## src/rtl/tessia_ctrl_pkg.sv

```systemverilog
// ---------------------------------------------------------------------------
// tessia_ctrl_pkg
// Shared types for the Tessia decode-stage control unit: opcode classes,
// data-processing commands, ALU operation codes, the decoded control word,
// the Execute-stage register image, the sequencer state, and a helper that
// sizes the beat counter from the unit parameters.
// ---------------------------------------------------------------------------
package tessia_ctrl_pkg;

   // Opcode classes carried in Op
   typedef enum logic [1:0] {
      OP_DP  = 2'b00,
      OP_MEM = 2'b01,
      OP_BR  = 2'b10,
      OP_ILL = 2'b11
   } op_e;

   // Data-processing commands carried in Funct[4:1]
   typedef enum logic [3:0] {
      CMD_ADD = 4'b0000,
      CMD_SUB = 4'b0001,
      CMD_MUL = 4'b0010,
      CMD_ORR = 4'b0011,
      CMD_MOD = 4'b0100,
      CMD_AND = 4'b0101,
      CMD_MOV = 4'b0110,
      CMD_DIV = 4'b0111,
      CMD_CMP = 4'b1000
   } cmd_e;

   // ALU operation codes driven into Execute
   localparam logic [3:0] ALU_ADD = 4'b0000;
   localparam logic [3:0] ALU_SUB = 4'b0001;
   localparam logic [3:0] ALU_MUL = 4'b0010;
   localparam logic [3:0] ALU_ORR = 4'b0011;
   localparam logic [3:0] ALU_MOD = 4'b0100;
   localparam logic [3:0] ALU_AND = 4'b0101;
   localparam logic [3:0] ALU_MOV = 4'b0110;
   localparam logic [3:0] ALU_DIV = 4'b0111;

   // Decoded control word for one instruction (before per-beat shaping)
   typedef struct packed {
      logic       reg_write;   // already gated by no_write
      logic       mem_write;
      logic       mem_to_reg;
      logic       branch;
      logic       alu_src;
      logic       no_write;
      logic       pc_dest;     // Rd == 15
      logic       vec;         // vector memory op, lanes advance per beat
      logic       multi_div;   // DIV/MOD, write-back only on last beat
      logic [3:0] alu_control;
   } ctrl_t;

   // Execute-stage register image
   typedef struct packed {
      logic       reg_write;
      logic       mem_write;
      logic       mem_to_reg;
      logic       branch;
      logic       alu_src;
      logic       no_write;
      logic       pc_src;
      logic       last_beat;
      logic       illegal;
      logic [3:0] alu_control;
   } estage_t;

   typedef enum logic {
      ST_IDLE = 1'b0,
      ST_BUSY = 1'b1
   } state_e;

   // Beat counter width: enough to count to the longest sequence, minimum 1 bit
   function automatic int beat_width(input int lanes, input int mem_ports, input int div_lat);
      int m;
      m = 2;
      m = ((lanes / mem_ports) > m) ? (lanes / mem_ports) : m;
      m = (div_lat > m) ? div_lat : m;
      return $clog2(m);
   endfunction

endpackage

```

## src/rtl/vector_control_unit_if.sv

```systemverilog
// ---------------------------------------------------------------------------
// vector_control_unit_if
// Bundles the Decode-side fields, hazard-unit controls and Execute-stage
// control outputs of the vector control unit.
//   master : pipeline/hazard side (drives ValidD, Op, Funct, Rd, StallE, FlushE)
//   slave  : control unit (drives ImmSrcD, RegSrcD, StallD and all *E outputs)
// LANES must match the LANES parameter of the attached control unit.
// ---------------------------------------------------------------------------
interface vector_control_unit_if #(
   parameter int LANES = 4
);
   localparam int LW = $clog2(LANES) + 1;

   logic          ValidD;
   logic [1:0]    Op;
   logic [5:0]    Funct;
   logic [3:0]    Rd;
   logic          StallE;
   logic          FlushE;

   logic [1:0]    ImmSrcD;
   logic [1:0]    RegSrcD;
   logic          StallD;
   logic          RegWriteE;
   logic          MemWriteE;
   logic          MemToRegE;
   logic          BranchE;
   logic          ALUSrcE;
   logic          NoWriteE;
   logic          PCSrcE;
   logic [3:0]    ALUControlE;
   logic [LW-1:0] LaneIdxE;
   logic          LastBeatE;
   logic          IllegalE;

   modport master (
      output ValidD, Op, Funct, Rd, StallE, FlushE,
      input  ImmSrcD, RegSrcD, StallD, RegWriteE, MemWriteE, MemToRegE, BranchE,
             ALUSrcE, NoWriteE, PCSrcE, ALUControlE, LaneIdxE, LastBeatE, IllegalE
   );

   modport slave (
      input  ValidD, Op, Funct, Rd, StallE, FlushE,
      output ImmSrcD, RegSrcD, StallD, RegWriteE, MemWriteE, MemToRegE, BranchE,
             ALUSrcE, NoWriteE, PCSrcE, ALUControlE, LaneIdxE, LastBeatE, IllegalE
   );

endinterface

```

## src/rtl/vcu_decoder.sv

```systemverilog
// ---------------------------------------------------------------------------
// vcu_decoder
// Pure combinational decode of Op/Funct/Rd.
//   Op, Funct, Rd : Decode-stage instruction fields
//   ImmSrcD       : immediate select
//   RegSrcD       : register source select
//   ctrl          : decoded control word (ctrl_t)
//   nbeats        : number of Execute beats the instruction occupies
//   illegal       : undefined instruction (ctrl is all zero when set)
// ---------------------------------------------------------------------------
module vcu_decoder
   import tessia_ctrl_pkg::*;
#(
   parameter int LANES     = 4,
   parameter int MEM_PORTS = 1,
   parameter int DIV_LAT   = 8,
   localparam int BEAT_W   = beat_width(LANES, MEM_PORTS, DIV_LAT),
   localparam int NW       = BEAT_W + 1
) (
   input  logic [1:0]    Op,
   input  logic [5:0]    Funct,
   input  logic [3:0]    Rd,
   output logic [1:0]    ImmSrcD,
   output logic [1:0]    RegSrcD,
   output ctrl_t         ctrl,
   output logic [NW-1:0] nbeats,
   output logic          illegal
);

   // Instruction class and command decode
   always_comb begin
      ctrl         = '0;
      ImmSrcD      = 2'b00;
      RegSrcD      = 2'b00;
      nbeats       = NW'(1);
      illegal      = 1'b0;
      ctrl.pc_dest = (Rd == 4'd15);
      case (Op)
         OP_DP: begin
            ctrl.alu_src   = Funct[5];
            ctrl.reg_write = 1'b1;
            case (Funct[4:1])
               CMD_ADD: ctrl.alu_control = ALU_ADD;
               CMD_SUB: ctrl.alu_control = ALU_SUB;
               CMD_MUL: ctrl.alu_control = ALU_MUL;
               CMD_ORR: ctrl.alu_control = ALU_ORR;
               CMD_AND: ctrl.alu_control = ALU_AND;
               CMD_MOV: ctrl.alu_control = ALU_MOV;
               CMD_MOD: begin
                  ctrl.alu_control = ALU_MOD;
                  ctrl.multi_div   = 1'b1;
                  nbeats           = NW'(DIV_LAT);
               end
               CMD_DIV: begin
                  ctrl.alu_control = ALU_DIV;
                  ctrl.multi_div   = 1'b1;
                  nbeats           = NW'(DIV_LAT);
               end
               CMD_CMP: begin
                  // compare is a subtract whose result is discarded
                  ctrl.alu_control = ALU_SUB;
                  ctrl.no_write    = 1'b1;
                  ctrl.reg_write   = 1'b0;
               end
               default: begin
                  ctrl    = '0;
                  illegal = 1'b1;
               end
            endcase
         end
         OP_MEM: begin
            ImmSrcD      = 2'b01;
            ctrl.alu_src = 1'b1;
            ctrl.vec     = Funct[1];
            if (Funct[0]) begin
               ctrl.mem_to_reg  = 1'b1;
               ctrl.reg_write   = 1'b1;
               ctrl.alu_control = ALU_ADD;
            end else begin
               RegSrcD          = 2'b10;
               ctrl.mem_write   = 1'b1;
               // register-offset store subtracts its offset
               ctrl.alu_control = Funct[5] ? ALU_ADD : ALU_SUB;
            end
            if (Funct[1]) begin
               nbeats = NW'(LANES / MEM_PORTS);
            end else begin
               nbeats = NW'(1);
            end
         end
         OP_BR: begin
            RegSrcD          = 2'b01;
            ImmSrcD          = 2'b10;
            ctrl.alu_src     = 1'b1;
            ctrl.branch      = 1'b1;
            ctrl.alu_control = ALU_ADD;
         end
         default: begin
            ctrl    = '0;
            illegal = 1'b1;
         end
      endcase
   end

endmodule

```

## src/rtl/vector_control_unit.sv

```systemverilog
// ---------------------------------------------------------------------------
// vector_control_unit
// Decode-stage control unit: decodes the instruction, owns the control half
// of the D->E register and sequences multi-cycle DIV/MOD and vector LDR/STR.
//   clk, reset : clock, synchronous active-high reset
//   bus        : vector_control_unit_if.slave (Decode fields, hazard
//                controls, StallD, ImmSrcD/RegSrcD and registered *E control)
// ---------------------------------------------------------------------------
module vector_control_unit
   import tessia_ctrl_pkg::*;
#(
   parameter int LANES     = 4,
   parameter int MEM_PORTS = 1,
   parameter int DIV_LAT   = 8
) (
   input  logic                  clk,
   input  logic                  reset,
   vector_control_unit_if.slave  bus
);

   localparam int BEAT_W = beat_width(LANES, MEM_PORTS, DIV_LAT);
   localparam int NW     = BEAT_W + 1;
   localparam int LW     = $clog2(LANES) + 1;

   ctrl_t             dec_ctrl_s;
   logic [NW-1:0]     dec_n_s;
   logic              dec_ill_s;

   state_e            state_r;
   logic [BEAT_W-1:0] cnt_r;
   ctrl_t             hold_ctrl_r;
   logic [NW-1:0]     hold_n_r;
   estage_t           e_r;
   logic [LW-1:0]     lane_r;

   ctrl_t             src_ctrl_s;
   logic [NW-1:0]     src_n_s;
   logic              src_ill_s;
   logic [BEAT_W-1:0] beat_s;
   logic              last_s;
   logic              rw_s;
   estage_t           nx_e_s;
   logic [LW-1:0]     nx_lane_s;

   vcu_decoder #(
      .LANES     (LANES),
      .MEM_PORTS (MEM_PORTS),
      .DIV_LAT   (DIV_LAT)
   ) u_dec (
      .Op      (bus.Op),
      .Funct   (bus.Funct),
      .Rd      (bus.Rd),
      .ImmSrcD (bus.ImmSrcD),
      .RegSrcD (bus.RegSrcD),
      .ctrl    (dec_ctrl_s),
      .nbeats  (dec_n_s),
      .illegal (dec_ill_s)
   );

   // Next-beat control: a fresh decode in IDLE (beat 0), the held instruction in BUSY
   always_comb begin
      src_ctrl_s = dec_ctrl_s;
      src_n_s    = dec_n_s;
      src_ill_s  = dec_ill_s;
      beat_s     = '0;
      if (state_r == ST_BUSY) begin
         src_ctrl_s = hold_ctrl_r;
         src_n_s    = hold_n_r;
         src_ill_s  = 1'b0;
         beat_s     = cnt_r + BEAT_W'(1);
      end else begin
         src_ctrl_s = dec_ctrl_s;
         src_n_s    = dec_n_s;
         src_ill_s  = dec_ill_s;
         beat_s     = '0;
      end
      last_s = ({1'b0, beat_s} == (src_n_s - NW'(1)));
      // DIV/MOD only writes back once the result exists
      rw_s   = src_ctrl_s.reg_write & (~src_ctrl_s.multi_div | last_s);

      nx_e_s.reg_write   = rw_s;
      nx_e_s.mem_write   = src_ctrl_s.mem_write;
      nx_e_s.mem_to_reg  = src_ctrl_s.mem_to_reg;
      nx_e_s.branch      = src_ctrl_s.branch;
      nx_e_s.alu_src     = src_ctrl_s.alu_src;
      nx_e_s.no_write    = src_ctrl_s.no_write;
      nx_e_s.pc_src      = last_s & ((src_ctrl_s.pc_dest & rw_s) | src_ctrl_s.branch);
      nx_e_s.last_beat   = last_s;
      nx_e_s.illegal     = src_ill_s;
      nx_e_s.alu_control = src_ctrl_s.alu_control;
      nx_lane_s = src_ctrl_s.vec ? LW'(LW'(beat_s) * LW'(MEM_PORTS)) : '0;
   end

   // Sequencer FSM and E-stage registers; flush and reset both abort to a bubble
   always_ff @(posedge clk) begin
      if (reset || bus.FlushE) begin
         state_r     <= ST_IDLE;
         cnt_r       <= '0;
         hold_ctrl_r <= '0;
         hold_n_r    <= '0;
         e_r         <= '0;
         lane_r      <= '0;
      end else if (bus.StallE) begin
         state_r <= state_r;
      end else begin
         case (state_r)
            ST_IDLE: begin
               if (bus.ValidD) begin
                  e_r    <= nx_e_s;
                  lane_r <= nx_lane_s;
                  if (dec_n_s > NW'(1)) begin
                     state_r     <= ST_BUSY;
                     cnt_r       <= '0;
                     hold_ctrl_r <= dec_ctrl_s;
                     hold_n_r    <= dec_n_s;
                  end
               end else begin
                  e_r    <= '0;
                  lane_r <= '0;
               end
            end
            ST_BUSY: begin
               e_r    <= nx_e_s;
               lane_r <= nx_lane_s;
               if (last_s) begin
                  state_r <= ST_IDLE;
                  cnt_r   <= '0;
               end else begin
                  cnt_r <= beat_s;
               end
            end
            default: begin
               state_r <= ST_IDLE;
               cnt_r   <= '0;
               e_r     <= '0;
               lane_r  <= '0;
            end
         endcase
      end
   end

   assign bus.StallD      = (state_r == ST_BUSY) | bus.StallE;
   assign bus.RegWriteE   = e_r.reg_write;
   assign bus.MemWriteE   = e_r.mem_write;
   assign bus.MemToRegE   = e_r.mem_to_reg;
   assign bus.BranchE     = e_r.branch;
   assign bus.ALUSrcE     = e_r.alu_src;
   assign bus.NoWriteE    = e_r.no_write;
   assign bus.PCSrcE      = e_r.pc_src;
   assign bus.ALUControlE = e_r.alu_control;
   assign bus.LaneIdxE    = lane_r;
   assign bus.LastBeatE   = e_r.last_beat;
   assign bus.IllegalE    = e_r.illegal;

endmodule
```

## src/flat_wrapper.sv

```systemverilog
// flat-port wrapper written by rule: the top's interface ports become plain ports
module vector_control_unit_flat import tessia_ctrl_pkg::*;
#(
   parameter int LANES     = 4,
   parameter int MEM_PORTS = 1,
   parameter int DIV_LAT   = 8
)
  (clk, reset, bus_ValidD, bus_Op, bus_Funct, bus_Rd, bus_StallE, bus_FlushE, bus_ImmSrcD, bus_RegSrcD, bus_StallD, bus_RegWriteE, bus_MemWriteE, bus_MemToRegE, bus_BranchE, bus_ALUSrcE, bus_NoWriteE, bus_PCSrcE, bus_ALUControlE, bus_LaneIdxE, bus_LastBeatE, bus_IllegalE);
  vector_control_unit_if #(.LANES(LANES)) bus_i ();
  input  logic clk;
  input  logic reset;
  input wire logic [$bits(bus_i.ValidD)-1:0] bus_ValidD;
  input wire logic [$bits(bus_i.Op)-1:0] bus_Op;
  input wire logic [$bits(bus_i.Funct)-1:0] bus_Funct;
  input wire logic [$bits(bus_i.Rd)-1:0] bus_Rd;
  input wire logic [$bits(bus_i.StallE)-1:0] bus_StallE;
  input wire logic [$bits(bus_i.FlushE)-1:0] bus_FlushE;
  output wire logic [$bits(bus_i.ImmSrcD)-1:0] bus_ImmSrcD;
  output wire logic [$bits(bus_i.RegSrcD)-1:0] bus_RegSrcD;
  output wire logic [$bits(bus_i.StallD)-1:0] bus_StallD;
  output wire logic [$bits(bus_i.RegWriteE)-1:0] bus_RegWriteE;
  output wire logic [$bits(bus_i.MemWriteE)-1:0] bus_MemWriteE;
  output wire logic [$bits(bus_i.MemToRegE)-1:0] bus_MemToRegE;
  output wire logic [$bits(bus_i.BranchE)-1:0] bus_BranchE;
  output wire logic [$bits(bus_i.ALUSrcE)-1:0] bus_ALUSrcE;
  output wire logic [$bits(bus_i.NoWriteE)-1:0] bus_NoWriteE;
  output wire logic [$bits(bus_i.PCSrcE)-1:0] bus_PCSrcE;
  output wire logic [$bits(bus_i.ALUControlE)-1:0] bus_ALUControlE;
  output wire logic [$bits(bus_i.LaneIdxE)-1:0] bus_LaneIdxE;
  output wire logic [$bits(bus_i.LastBeatE)-1:0] bus_LastBeatE;
  output wire logic [$bits(bus_i.IllegalE)-1:0] bus_IllegalE;
  assign bus_i.ValidD = bus_ValidD;
  assign bus_i.Op = bus_Op;
  assign bus_i.Funct = bus_Funct;
  assign bus_i.Rd = bus_Rd;
  assign bus_i.StallE = bus_StallE;
  assign bus_i.FlushE = bus_FlushE;
  assign bus_ImmSrcD = bus_i.ImmSrcD;
  assign bus_RegSrcD = bus_i.RegSrcD;
  assign bus_StallD = bus_i.StallD;
  assign bus_RegWriteE = bus_i.RegWriteE;
  assign bus_MemWriteE = bus_i.MemWriteE;
  assign bus_MemToRegE = bus_i.MemToRegE;
  assign bus_BranchE = bus_i.BranchE;
  assign bus_ALUSrcE = bus_i.ALUSrcE;
  assign bus_NoWriteE = bus_i.NoWriteE;
  assign bus_PCSrcE = bus_i.PCSrcE;
  assign bus_ALUControlE = bus_i.ALUControlE;
  assign bus_LaneIdxE = bus_i.LaneIdxE;
  assign bus_LastBeatE = bus_i.LastBeatE;
  assign bus_IllegalE = bus_i.IllegalE;
  vector_control_unit #(.LANES(LANES), .MEM_PORTS(MEM_PORTS), .DIV_LAT(DIV_LAT)) u_core (.clk(clk), .reset(reset), .bus(bus_i));
endmodule
```

## config.mk

```make
export PLATFORM = sky130hd
export DESIGN_NAME = vector_control_unit_flat
export DESIGN_NICKNAME = d
export VERILOG_FILES = /design/src/rtl/tessia_ctrl_pkg.sv /design/src/rtl/vector_control_unit_if.sv /design/src/rtl/vcu_decoder.sv /design/src/rtl/vector_control_unit.sv /design/src/flat_wrapper.sv
export SDC_FILE = /design/constraint.sdc
export NUM_CORES = 1
export LEC_CHECK = 0
export CORE_UTILIZATION = 30
export DETAILED_ROUTE_END_ITERATION = 6
export HOLD_SLACK_MARGIN = 0.08
export PLACE_DENSITY = 0.64
export SLEW_MARGIN = 20
export SYNTH_ARGS = -nofsm -noshare
export SYNTH_HDL_FRONTEND = slang
export SYNTH_SLANG_ARGS = --single-unit
export TNS_END_PERCENT = 5
```

## constraint.sdc

```tcl
create_clock -name clk -period 2.3 [get_ports clk]
set_input_delay 0.23 -clock clk [delete_from_list [all_inputs] [get_ports clk]]
set_output_delay 0.23 -clock clk [all_outputs]
set_load 0.02 [all_outputs]
```

==> results of run 1 <==
registers in the layout (all words and copies together) (netlist names):
register	cells
u_core.bus.LaneIdxE	3
u_core.hold_ctrl_r	12
u_core.bus.NoWriteE	1
u_core.bus.ALUControlE	3
u_core.state_r	1
u_core.bus.MemWriteE	1
u_core.bus.MemToRegE	1
u_core.hold_n_r	2
u_core.cnt_r	3
u_core.bus.IllegalE	1
u_core.bus.ALUSrcE	1
u_core.bus.PCSrcE	1
u_core.bus.LastBeatE	1
u_core.bus.BranchE	1
u_core.bus.RegWriteE	1
worst min path at each step:
stage                                        to  slack, ns
final                     u_core.hold_ctrl_r[9]       0.45
after global routing      u_core.hold_ctrl_r[0]       0.47
after CTS                 u_core.hold_ctrl_r[9]       0.46
after detailed placement  u_core.hold_ctrl_r[9]       0.45
after global placement    u_core.hold_ctrl_r[0]       0.44
after floorplan                  u_core.state_r       0.43
kinds of logic after synthesis:
| kind of cell | after synthesis | synth area share [%] |
|---|---|---|
| AOI/OAI and AO/OA | 50 | 20.21 |
| xor gates and xnor gates | 5 | 3.509 |
| adders and majority gates | 7 | 4.912 |
| buffers and inverters | 21 | 7.719 |
| DFF | 33 | 37.05 |
| muxes | 2 | 1.123 |
| other | 1 | 0.2103 |
| and+or+nand+nor | 88 | 25.26 |
stage by stage:
step | TNS, ns | cells | instance area, um2
after global placement | -3.059 | 328 | 2335
after CTS | 0 | 337 | 2481
final | 0 | 337 | 2499
after global routing | 0 | 337 | 2499
after detailed placement | -3.512 | 328 | 2335
after floorplan | 0 | 207 | 1785
synthesized netlist by cell type (4+ instances only):
library cell	count	area share (%)
a21oi_1	22	6.2
nor2_1	20	4.2
nor3_1	9	2.5
buf_4	6	2.5
ha_1	7	4.9
and2_1	4	1.4
clkbuf_1	5	1.1
inv_1	4	0.84
dfxtp_1	33	37
nand2_1	28	5.9
nand3_1	5	1.4
timing repair:
action                                  in CTS  in global routing
cloned                                       0                  0
gates resized for setup                     16                  6
setup buffers                                1                  0
endpoints found under the setup margin       7                  7
pin swaps                                    6                  5
routing by layer:
layer | routed length [um] | part of all wire [%] | vias to the layer above
met5 | 0 | 0 | -
met4 | 63 | 1.4 | 0
met3 | 182 | 4.0 | 8
met2 | 2188 | 48 | 34
met1 | 2159 | 47 | 788
li1 | - | - | 843
final cells by class:
cell class / count / area [um2] / share of cell area [%]
multi-input cells: 153 / 1032 / 41.31
flip-flops and latches: 33 / 660.6 / 26.44
repair buffers: 66 / 578.1 / 23.13
well taps: 72 / 90.09 / 3.605
clock buffers: 7 / 86.33 / 3.455
clock inverters: 1 / 30.03 / 1.202
inverters: 5 / 21.27 / 0.8513
where the power goes:
group	switching (mW)	internal, mW	total, mW
logic	0.108	0.100	0.208
registers	0.00228	0.575	0.577
clock network	0.215	0.353	0.568
worst register-to-register path: cells and delay by family, from the launching register on:
| family | cells | cell delay [ns] |
|---|---|---|
| xor gates and xnor gates | 1 | 0.18 |
| AOI/OAI and AO/OA | 3 | 0.53 |
| DFF | 1 | 0.44 |
| buffers and inverters | 1 | 0.18 |
| adders and majority gates | 1 | 0.30 |
| and+or+nand+nor | 2 | 0.27 |
cells in the final DEF, fill, tap and decap left out, drive strengths merged, types with 4 or more instances in the layout:
| cell type | synthesis | final |
|---|---|---|
| clkbuf | 7 | 7 |
| ha | 7 | 7 |
| a21oi | 22 | 22 |
| nor2 | 23 | 23 |
| o21ai | 4 | 4 |
| nand2 | 29 | 29 |
| inv | 5 | 5 |
| dfxtp | 33 | 33 |
| and2 | 4 | 4 |
| buf | 9 | 32 |
| nand3 | 5 | 5 |
| nor3 | 9 | 9 |
| clkdlybuf4s50 | 0 | 30 |
==> metrics.md, run 1 <==
| Metric | Value |
|---|---|
| Status | complete, no violations |
| Drt drc | 0 |
| Tot Pwr | 1.353 mW |
| Yosys Warn Count | 0 |
| Layout cell share with drive strength beyond 1 | 22.26% |
| Fmax achieved | 0.4685 GHz |
| Gate count of the mapped netlist | 207 |
| Number of setup violations in the final report | 0 |
| Clock Sink Count | 33 |
| Critical path class | primary input to flop |
| Die Width | 79.09 um |
| Hold_ws | 0.4536 ns |
| # rows | 27 |
| Family with the most delay on the worst path | compound AO/OA/AOI/OAI gates |
| Synth Net Count | 231 |
| Worst setup SP type | primary input |
| Hold_sp | u_core.hold_ctrl_r[9] |
| Later-pin clock latency in the skew report | 0.29 ns |
| Final hold vios | 0 |
| Slowest cell delay on critical path | 0.36 ns |
| Routed via count | 1673 |
| Crit. End Element | flop |
| LEAKAGE | about 0.95 nW |
| Final ANT Viol Nets | 0 |
| Netlist cell types | 53 |
| Drt wl/cell | 13.63 um |
| Final worst-path cycle share | 92.81% |
| H-tree Lvls | 2 |
| Hold buffers post-CTS | 0 |
| Critical-path cell list | clkdlybuf4s15_1 > nor3_4 > a21oi_1 > o22a_2 > mux2i_1 > ha_1 > xor2_1 > nor4_2 > buf_4 > a41oi_4 > o311a_1 |
| Grt ovf | 0 |
| First-pass GRT wire length | 7583 um |
| R2r startpoint | u_core.state_r |
| Clock root cell | clkbuf_8 |
| Largest net degree at the start of global routing | 26 |
| Critical Path End | u_core.state_r |
| Initial cell density of the core | 31.79% |
| Cells on worst reg2reg path | 8 |
| Vias in the first global route | 1574 |
| Reg2Reg Capture Point | u_core.state_r |
| Pwr dens | 541.7 mW/mm2 |
| R2r setup slk | 0.29 ns |
| Final core occ | 44.56% |
| Post-Syn Area | 0.001783 mm2 |
| DR pass1 iterations | 4 |
| Core area | 0.005608 mm2 |
| Die area | 0.006255 mm2 |
| Clock buffer depth | 2 |
| HPWL after DPL | 3375 um |
| RSZ-0062 raised after global routing | false |
| Seq/Total Area, Yosys | around 37% |
| GRT Resource Usage Total | 15.80% |
| Count of buffer and inverter cells on the critical path | 2 |
| Number of DRC markers in iteration 0 | 75 |
| Worst vdd ir | 0.3503 mV |
| Final Slew Violations | 0 |
| Post-Route WL | roughly 4600 um |
| Arrival time worst endpoint | 2.31 ns |
| Max-Cap Viols | 0 |
| Met3 Track Usage GR | 3.793% |
| M2 GR Usage | 25.43% |
| Routability cong. | roughly 0.8 |
| Layout filler cell count | ~570 |
| CP max stage cell | o311a_1 |
| Syn avg cell area | approximately 8.6 um2 |
| TritonCTS clock tree | built |
| Number of flops mapped to enable cells by yosys | 0 |
| Port Buffers | 36 |
| Ant diodes | 0 |
| Met1 GRT Util | 20.31% |
| Area added between synthesis and finish | 40.14% |
| FFs w/ async S/R, synth | 0% |
| Hold path depth | 2 |
| Post-DR vias/cell | 4.964 |
| Crit path launch | bus_Funct[1] |
| Height of the die | about 80 um |
| Initial antenna violation count | 0 |
| Minimum clock period | 2.135 ns |
| Hold Crit Class | flop to flop |
| Ys flop type | dfxtp_1 |
| #FFs+latches synth | 33 |
| Crit path required time | roughly 2.5 ns |
| Clock skew | approximately 0.0038 ns |
| Worst slack at placement | -0.5992 ns |
| Post-layout worst setup margin | approximately 0.17 ns |
| CTS clk-pin slew, worst paths | 0.07 ns |
| CTS buffer count | 5 |
| IO Pins | 38 |
| CP max FO | 5 |
| # nets final | 288 |
| Critical Path Stages | 11 |
| GR peak layer | met2 |
Power figures use the tool's default switching activity.
==> run 2: changes to the inputs <==
ABC_AREA = 1   (was not set)
==> run 2 against run 1 <==
  * Total power decreased by 0.29%
  * Synthesized cell count increased by 15%
  * Clock skew increased by 0.0025 ns
  * Synthesized area unchanged
  * First-iteration DRC count unchanged
  * Sequential share of layout area increased by 0.24 points
  * Combinational power increased by 3%
  * Worst hold slack got worse by 0.014 ns
  * Setup slack improved by 0.035 ns
  * Sequential power about the same
  * Register-to-register slack improved by 0.06 ns
  * Maximum frequency increased by 1.7%
==> metrics.md, run 2 <==
| Metric | Value |
|---|---|
| Area share of the largest cell type after synthesis | 37.05% (unchanged) |
| Post-Syn Area | 0.001783 mm2 (unchanged) |
| Die area | 0.006255 mm2 (unchanged) |
| Switching power of the nets | 0.3205 mW (-1.5%) |
| TritonCTS clock tree | built |
| Ant diodes | 0 (unchanged) |
| Placed insts | 359 (+9.5%) |
| Pwr dens | 545.0 mW/mm2 (+0.62%) |
| Worst setup SP type | primary input |
| Number of DRC markers in iteration 0 | 75 (unchanged) |
| Most common cell after layout, fill and taps aside | nand2_1 |
| Later-pin clock latency in the skew report | 0.28 ns (about the same) |
| Fraction of synthesized area in multiplexers | 0% (-1.1 points) |
| Final hold vios | 0 (unchanged) |
| Slowest cell delay on critical path | 0.49 ns (+0.13 ns) |
| Number of setup violations in the final report | 0 (unchanged) |
| Reg power frac | 42.9% (+0.2 points) |
| R2r startpoint | u_core.state_r |
| Hold_sp | u_core.hold_ctrl_r[7] |
| Crit. End Element | flop |
| # rows | 27 (unchanged) |
| Max-Cap Viols | 0 (unchanged) |
| CTS buffer count | 5 (unchanged) |
| Final worst-path cycle share | 91.28% (-1.5 points) |
| LEAKAGE | 1.037 nW (+9.1%) |
| Most common cell in the netlist | nand2_1 |
| Seq/Total Area, Yosys | 37.05% (unchanged) |
| Layout cell share with drive strength beyond 1 | 22.03% (-0.23 points) |
| DR pass1 iterations | 4 (unchanged) |
| Drt wl/cell | 11.64 um (-15%) |
| Clock buffer depth | 2 (unchanged) |
| Worst-case hold path end point | u_core.hold_ctrl_r[7] |
| Net Sw Frac | 23.75% (-0.28 points) |
| Initial cell density of the core | 31.79% (unchanged) |
| Critical-path cell list | clkdlybuf4s50_1 > inv_2 > nand2_4 > nand2_2 > nand2_1 > nand2_2 > nand3_2 > nand2_2 > ha_1 > inv_1 > nand4_1 > nand2_1 > nand2_2 > nor2_4 > nand3_4 > nand2_2 > nand3_2 > nand2_1 > nand2_1 > a21oi_2 |
| Clock root cell | clkbuf_8 |
| Core area | 0.005608 mm2 (unchanged) |
| Comb power frac | 15.9% (+0.6 points) |
| List of most frequent post-synthesis cells | nand2_1 (48), dfxtp_1 (33), a21oi_1 (27) |
| Post-synth top area cell | dfxtp_1 |
| #FFs+latches synth | 33 (unchanged) |
| Pint | 1.029 mW (about the same) |
| Area added between synthesis and finish | 38.88% |
| RSZ-0062 raised after global routing | false |
| Critical path class | primary input to flop |
| Hold buffers post-CTS | 0 (unchanged) |
| Final ANT Viol Nets | 0 (unchanged) |
| Largest cells by area after synthesis | dfxtp_1 (37%), nand2_1 (10%), a21oi_1 (7.6%), ha_1 (4.9%), nor2_1 (4.8%) |
| Routability cong. | 0.8333 (+4.4%) |
| CP max FO | 5 (unchanged) |
| FFs w/ async S/R, synth | 0% (unchanged) |
| Vias in the first global route | 1681 (+6.8%) |
| First-pass GRT wire length | 7300 um (-3.7%) |
| Synth Area in Adders | 4.912% (unchanged) |
| CP max stage cell | clkdlybuf4s50_1 |
| Largest net degree at the start of global routing | 19 (-27%) |
| CTS clk-pin slew, worst paths | 0.07 ns (about the same) |
| H-tree Lvls | 2 (unchanged) |
| # resized after CTS | 0 (-16) |
| Hold Crit Class | flop to flop |
| Routed via count | 1722 (+2.9%) |
| Clock Power Share | 41.1% (-0.9 points) |
| Cells on worst reg2reg path | 15 (+7) |
| Initial antenna violation count | 0 (unchanged) |
| Yosys Warn Count | 0 (unchanged) |
| Grt ovf | 0 (unchanged) |
| # nets final | 318 (+10%) |
| Number of flops mapped to enable cells by yosys | 0 (unchanged) |
| Post-Route WL | 4271 um (-7.0%) |
| Post-DR vias/cell | 4.692 (-5.5%) |
| Height of the die | 79.09 um (unchanged) |
| Worst vdd ir | 0.3374 mV (-3.7%) |
| Hold path depth | 2 (unchanged) |
| IO Pins | 38 (unchanged) |
| Post-synthesis xor/xnor area fraction | 0% (-3.5 points) |
| Setup Buffers After CTS | 0 (-1) |
| Reg2Reg Capture Point | u_core.bus.PCSrcE |
| Synth Net Count | 263 (+14%) |
| Final Slew Violations | 0 (unchanged) |
| Main combinational cell family by area after synthesis | simple AND/OR/NAND/NOR gates |
| Gate count of the mapped netlist | 239 (+15%) |
| R2r setup slk | 0.35 ns (+0.06 ns) |
| HPWL after DPL | 3320 um (-1.6%) |
| Fmax achieved | 0.4763 GHz (+1.7%) |
| Compound-Gate Fraction of Synth Area | 17.26% (-2.9 points) |
| Port Buffers | 36 (unchanged) |
| Post-synthesis simple-gate area fraction | 30.81% (+5.5 points) |
| Die Width | 79.09 um (unchanged) |
| GRT Resource Usage Total | 15.13% (-0.68 points) |
| Finished Layout Cells | 367 (+8.9%) |
| Clock Sink Count | 33 (unchanged) |
| Commonest non-fill, non-tap cells in the layout | nand2_1 (47), dfxtp_1 (33), clkdlybuf4s50_1 (32), a21oi_1 (27), buf_4 (23) |
| Status | complete, no violations |
| Biggest register | u_core.hold_ctrl_r |
| Arrival time worst endpoint | 2.31 ns (about the same) |
| Drt drc | 0 (unchanged) |
| Hold_ws | 0.4396 ns (-0.01399 ns) |
| Minimum clock period | 2.099 ns (-0.03518 ns) |
| Ys flop type | dfxtp_1 |
| Layout filler cell count | 605 (+6.0%) |
| CP dominant cell by count | nand2_2 |
| Syn avg cell area | 7.460 um2 (-13%) |
| Crit path required time | 2.51 ns (+0.04 ns) |
| Clock skew | 0.006241 ns (+0.002471 ns) |
| Largest register FFs | 12 (unchanged) |
| Netlist cell types | 35 (-34%) |
==> run 2: changes by cell type after synthesis, sizes merged, moves of 4 or more <==
cell	delta
a22oi	+5
nand3	+8
nand2	+26
o21ai	+8
nor3	-6
and2	-4
a21oi	+7
nor2	+5
clkbuf	-4
inv	+20
==> run 2: kinds of logic after synthesis <==
logic type,after synthesis
adders and majority gates,7
and+or+nand+nor,107
buffers and inverters,37
other,1
AOI/OAI and AO/OA,54
DFF,33
==> run 2: metal layers <==
layer	part of all wire, %	up-vias	track usage [%]	wire length (um)
li1	-	897	-	-
met1	46	781	18.42	1986
met2	47	37	25.52	2013
met3	4.9	7	3.333	209
met4	1.4	0	6.364	61
met5	0	-	0	0
==> run 2: worst max-delay path by stage <==
stage | startpoint | end | cells after the start
final | bus_Funct[2] | u_core.bus.PCSrcE | 20
after global routing | bus_Funct[2] | u_core.bus.PCSrcE | 20
after CTS | bus_Op[1] | u_core.bus.PCSrcE | 19
after detailed placement | bus_Op[1] | u_core.bus.PCSrcE | 19
after global placement | bus_Op[0] | u_core.bus.PCSrcE | 19
after floorplan | bus_Op[1] | u_core.bus.PCSrcE | 18
==> run 2: area by class of cell <==
type	count	area, um2	area share, %
flip-flops and latches	33	660.6	26.68
clock buffers	7	86.33	3.487
multi-input cells	169	968.4	39.11
repair buffers	59	543.0	21.93
inverters	26	97.59	3.941
well taps	72	90.09	3.638
clock inverters	1	30.03	1.213
==> run 2: power by group through the flow <==
| stage | Clock [mW] | Combinational [mW] | Sequential, mW |
|---|---|---|---|
| 6_report | 0.555 | 0.215 | 0.579 |
| 5_1_grt | 0.592 | 0.236 | 0.579 |
| 4_1_cts | 0.568 | 0.213 | 0.579 |
| 3_5_place_dp | 0 | 0.213 | 0.592 |
| 3_3_place_gp | 0 | 0.212 | 0.592 |
| 2_1_floorplan | 0 | 0.117 | 0.595 |
==> run 2: critical path: cells and delay by family <==
family                   cells  cell delay (ns)
AND/OR/NAND/NOR             15             1.05
AO/OA/AOI/OAI                1             0.10
adder cells (fa/ha/maj)      1             0.30
buffers and inverters        3             0.61
==> run 2: through the flow <==
| stage | utilization [%] | cell area [um2] | total power, mW | setup WS, ns | setup TNS [ns] |
|---|---|---|---|---|---|
| after CTS | 43.62 | 2446 | 1.360 | 0.01648 | 0 |
| after floorplan | - | 1783 | 0.7116 | 0.3141 | 0 |
| final | 44.15 | 2476 | 1.350 | 0.2005 | 0 |
| after detailed placement | 41.54 | 2330 | 0.8046 | -0.2911 | -1.569 |
| after global routing | 44.15 | 2476 | 1.408 | 0.003099 | 0 |
| after global placement | 41.54 | 2330 | 0.8041 | -0.2176 | -1.150 |
==> run 3: changes to the inputs <==
CAP_MARGIN = 20   (was not set)
PLACE_DENSITY = 0.62   (was 0.64)
clock period = 2.1 ns   (was 2.3 ns; I/O delays follow)
==> run 3 against run 2 <==
  * First-iteration DRC count grew 2.7%
  * Final area up 4.3%
  * Sequential share of layout area decreased by 1.1 points
  * Flip-flop and latch count unchanged
  * Setup slack got worse by 0.032 ns
  * Critical path depth shrank 6
==> metrics.md, run 3 (synthesized netlist as in run 2, its figures left out) <==
| Metric | Value |
|---|---|
| Status | complete, no violations |
| Max-Cap Viols | 0 (unchanged) |
| Commonest non-fill, non-tap cells in the layout | nand2_1 (48), buf_4 (36), dfxtp_1 (33), clkdlybuf4s50_1 (30), a21oi_1 (27) |
| Height of the die | 79.09 um (unchanged) |
| Family with the most delay on the worst path | simple AND/OR/NAND/NOR gates |
| Area added between synthesis and finish | 44.84% |
| Layout cell share with drive strength beyond 1 | 26.30% (+4.3 points) |
| Fmax achieved | 0.5178 GHz |
| Pwr dens | 585.5 mW/mm2 (+7.4%) |
| Slowest cell delay on critical path | 0.35 ns (-0.14 ns) |
| Final worst-path cycle share | 91.96% |
| Drt wl/cell | 12.13 um (+4.2%) |
| Final Slew Violations | 0 (unchanged) |
| Worst vdd ir | 0.3593 mV (+6.5%) |
| # rows | 27 (unchanged) |
| Crit. End Element | flop |
| Initial cell density of the core | 31.79% (unchanged) |
| Number of DRC markers in iteration 0 | 77 (+2.7%) |
| Core area | 0.005608 mm2 (unchanged) |
| Biggest register | u_core.hold_ctrl_r |
| CTS clk-pin slew, worst paths | 0.07 ns (about the same) |
| CP max FO | 5 (unchanged) |
| Hold Crit Class | flop to flop |
| Placed insts | 369 (+2.8%) |
| Count of buffer and inverter cells on the critical path | 2 (-1) |
| Grt ovf | 0 (unchanged) |
| Largest register FFs | 12 (unchanged) |
| Crit path required time | 2.33 ns (-0.18 ns) |
| Clock Sink Count | 33 (unchanged) |
| HPWL after DPL | 3489 um (+5.1%) |
| LEAKAGE | 1.084 nW (+4.6%) |
| Post-DR vias/cell | 4.692 (about the same) |
| Die Width | 79.09 um (unchanged) |
| Number of setup violations in the final report | 0 (unchanged) |
| Placed cell areas | 0.002405 mm2 (+3.2%) |
| Critical path class | flop to flop |
| CTS buffer count | 5 (unchanged) |
| CP max stage cell | dfxtp_1 |
| Post-route cell area | 0.002582 mm2 (+4.3%) |
| Worst setup SP type | flop |
| Finished Layout Cells | 380 (+3.5%) |
| First-pass GRT wire length | 7776 um (+6.5%) |
| GRT Resource Usage Total | 15.96% (+0.83 points) |
| DR pass1 iterations | 4 (unchanged) |
| H-tree Lvls | 2 (unchanged) |
| Clock buffer depth | 2 (unchanged) |
| Clock root cell | clkbuf_8 |
| Arrival time worst endpoint | 2.16 ns (-0.15 ns) |
| Clock skew | 0.005052 ns (-0.001189 ns) |
| Largest net degree at the start of global routing | 19 (unchanged) |
| CP dominant cell by count | nand2_1 |
| TritonCTS clock tree | built |
| Final ANT Viol Nets | 0 (unchanged) |
| Later-pin clock latency in the skew report | 0.29 ns (about the same) |
| Port Buffers | 36 (unchanged) |
| Minimum clock period | 1.931 ns |
| Most common cell after layout, fill and taps aside | nand2_1 |
| # nets final | 331 (+4.1%) |
| IO Pins | 38 (unchanged) |
| Ant diodes | 0 (unchanged) |
| Routability cong. | 0.8156 (-2.1%) |
| Critical-path cell list | inv_2 > o21ai_0 > ha_4 > inv_2 > nand4_1 > nand2_1 > nand2_2 > nor2_4 > nand3_4 > nand2_4 > nand3_2 > nand2_1 > nand2_1 > a21oi_2 |
| Hold buffers post-CTS | 0 (unchanged) |
| Post-Route WL | 4608 um (+7.9%) |
| Die area | 0.006255 mm2 (unchanged) |
| Initial antenna violation count | 0 (unchanged) |
| Drt drc | 0 (unchanged) |
| Routed via count | 1783 (+3.5%) |
| Vias in the first global route | 1743 (+3.7%) |
| Final hold vios | 0 (unchanged) |
| Final core occ | 46.05% (+1.9 points) |
-- run 3: final timing paths --
kind,from,to,slack [ns],cells after the start
worst max-delay path,u_core.state_r,u_core.bus.PCSrcE,0.17,14
worst min-delay path,u_core.hold_ctrl_r[7],u_core.hold_ctrl_r[7],0.44,2
worst max register to register,u_core.state_r,u_core.bus.PCSrcE,0.17,14
worst min register to register,u_core.hold_ctrl_r[7],u_core.hold_ctrl_r[7],0.44,2
-- run 3: metal layers --
| metal | wire [um] | GRT usage (%) |
|---|---|---|
| met3 | 176 | 3.333 |
| met5 | 0 | 0 |
| met2 | 2136 | 26.81 |
| met4 | 102 | 5.818 |
| met1 | 2193 | 19.99 |
-- run 3: power breakdown --
part           switching (mW)  total (mW)  internal (mW)  leakage [nW]
combinational           0.136       0.260          0.124         0.759
sequential            0.00306       0.634          0.631         0.266
clock                   0.231       0.618          0.387        0.0585
-- run 3: repair_timing --
| action | CTS | global route |
|---|---|---|
| setup endpoints to repair | 8 | 7 |
| pin swaps | 2 | 12 |
| gates resized for setup | 11 | 9 |
| buffers inserted | 0 | 3 |
-- run 3: metrics by stage --
stage	total power [mW]	setup TNS, ns	hold WS, ns	setup WS (ns)
final	1.512	0	0.4417	0.1688
after global routing	1.577	-0.01474	0.4869	-0.01474
after CTS	1.506	0	0.4425	0.02566
after detailed placement	0.8912	-3.624	0.4328	-0.4739
after global placement	0.8896	-2.775	0.4292	-0.3958
after floorplan	0.7794	0	0.3736	0.1341
-- run 3: cell type report --
class,count,area [um2]
tap,72,90.09
sequential,33,660.6
multi-input combinational,169,993.5
fill,587,3025
timing repair buffer,72,624.3
clock buffer,7,86.33
inverter,26,97.59
clock inverter,1,30.03
-- run 3: worst min-delay path, cell delays in order, from the launching register on --
cell     delay, ns
dfxtp_1       0.31
nand2_1       0.06
nor2_1        0.03
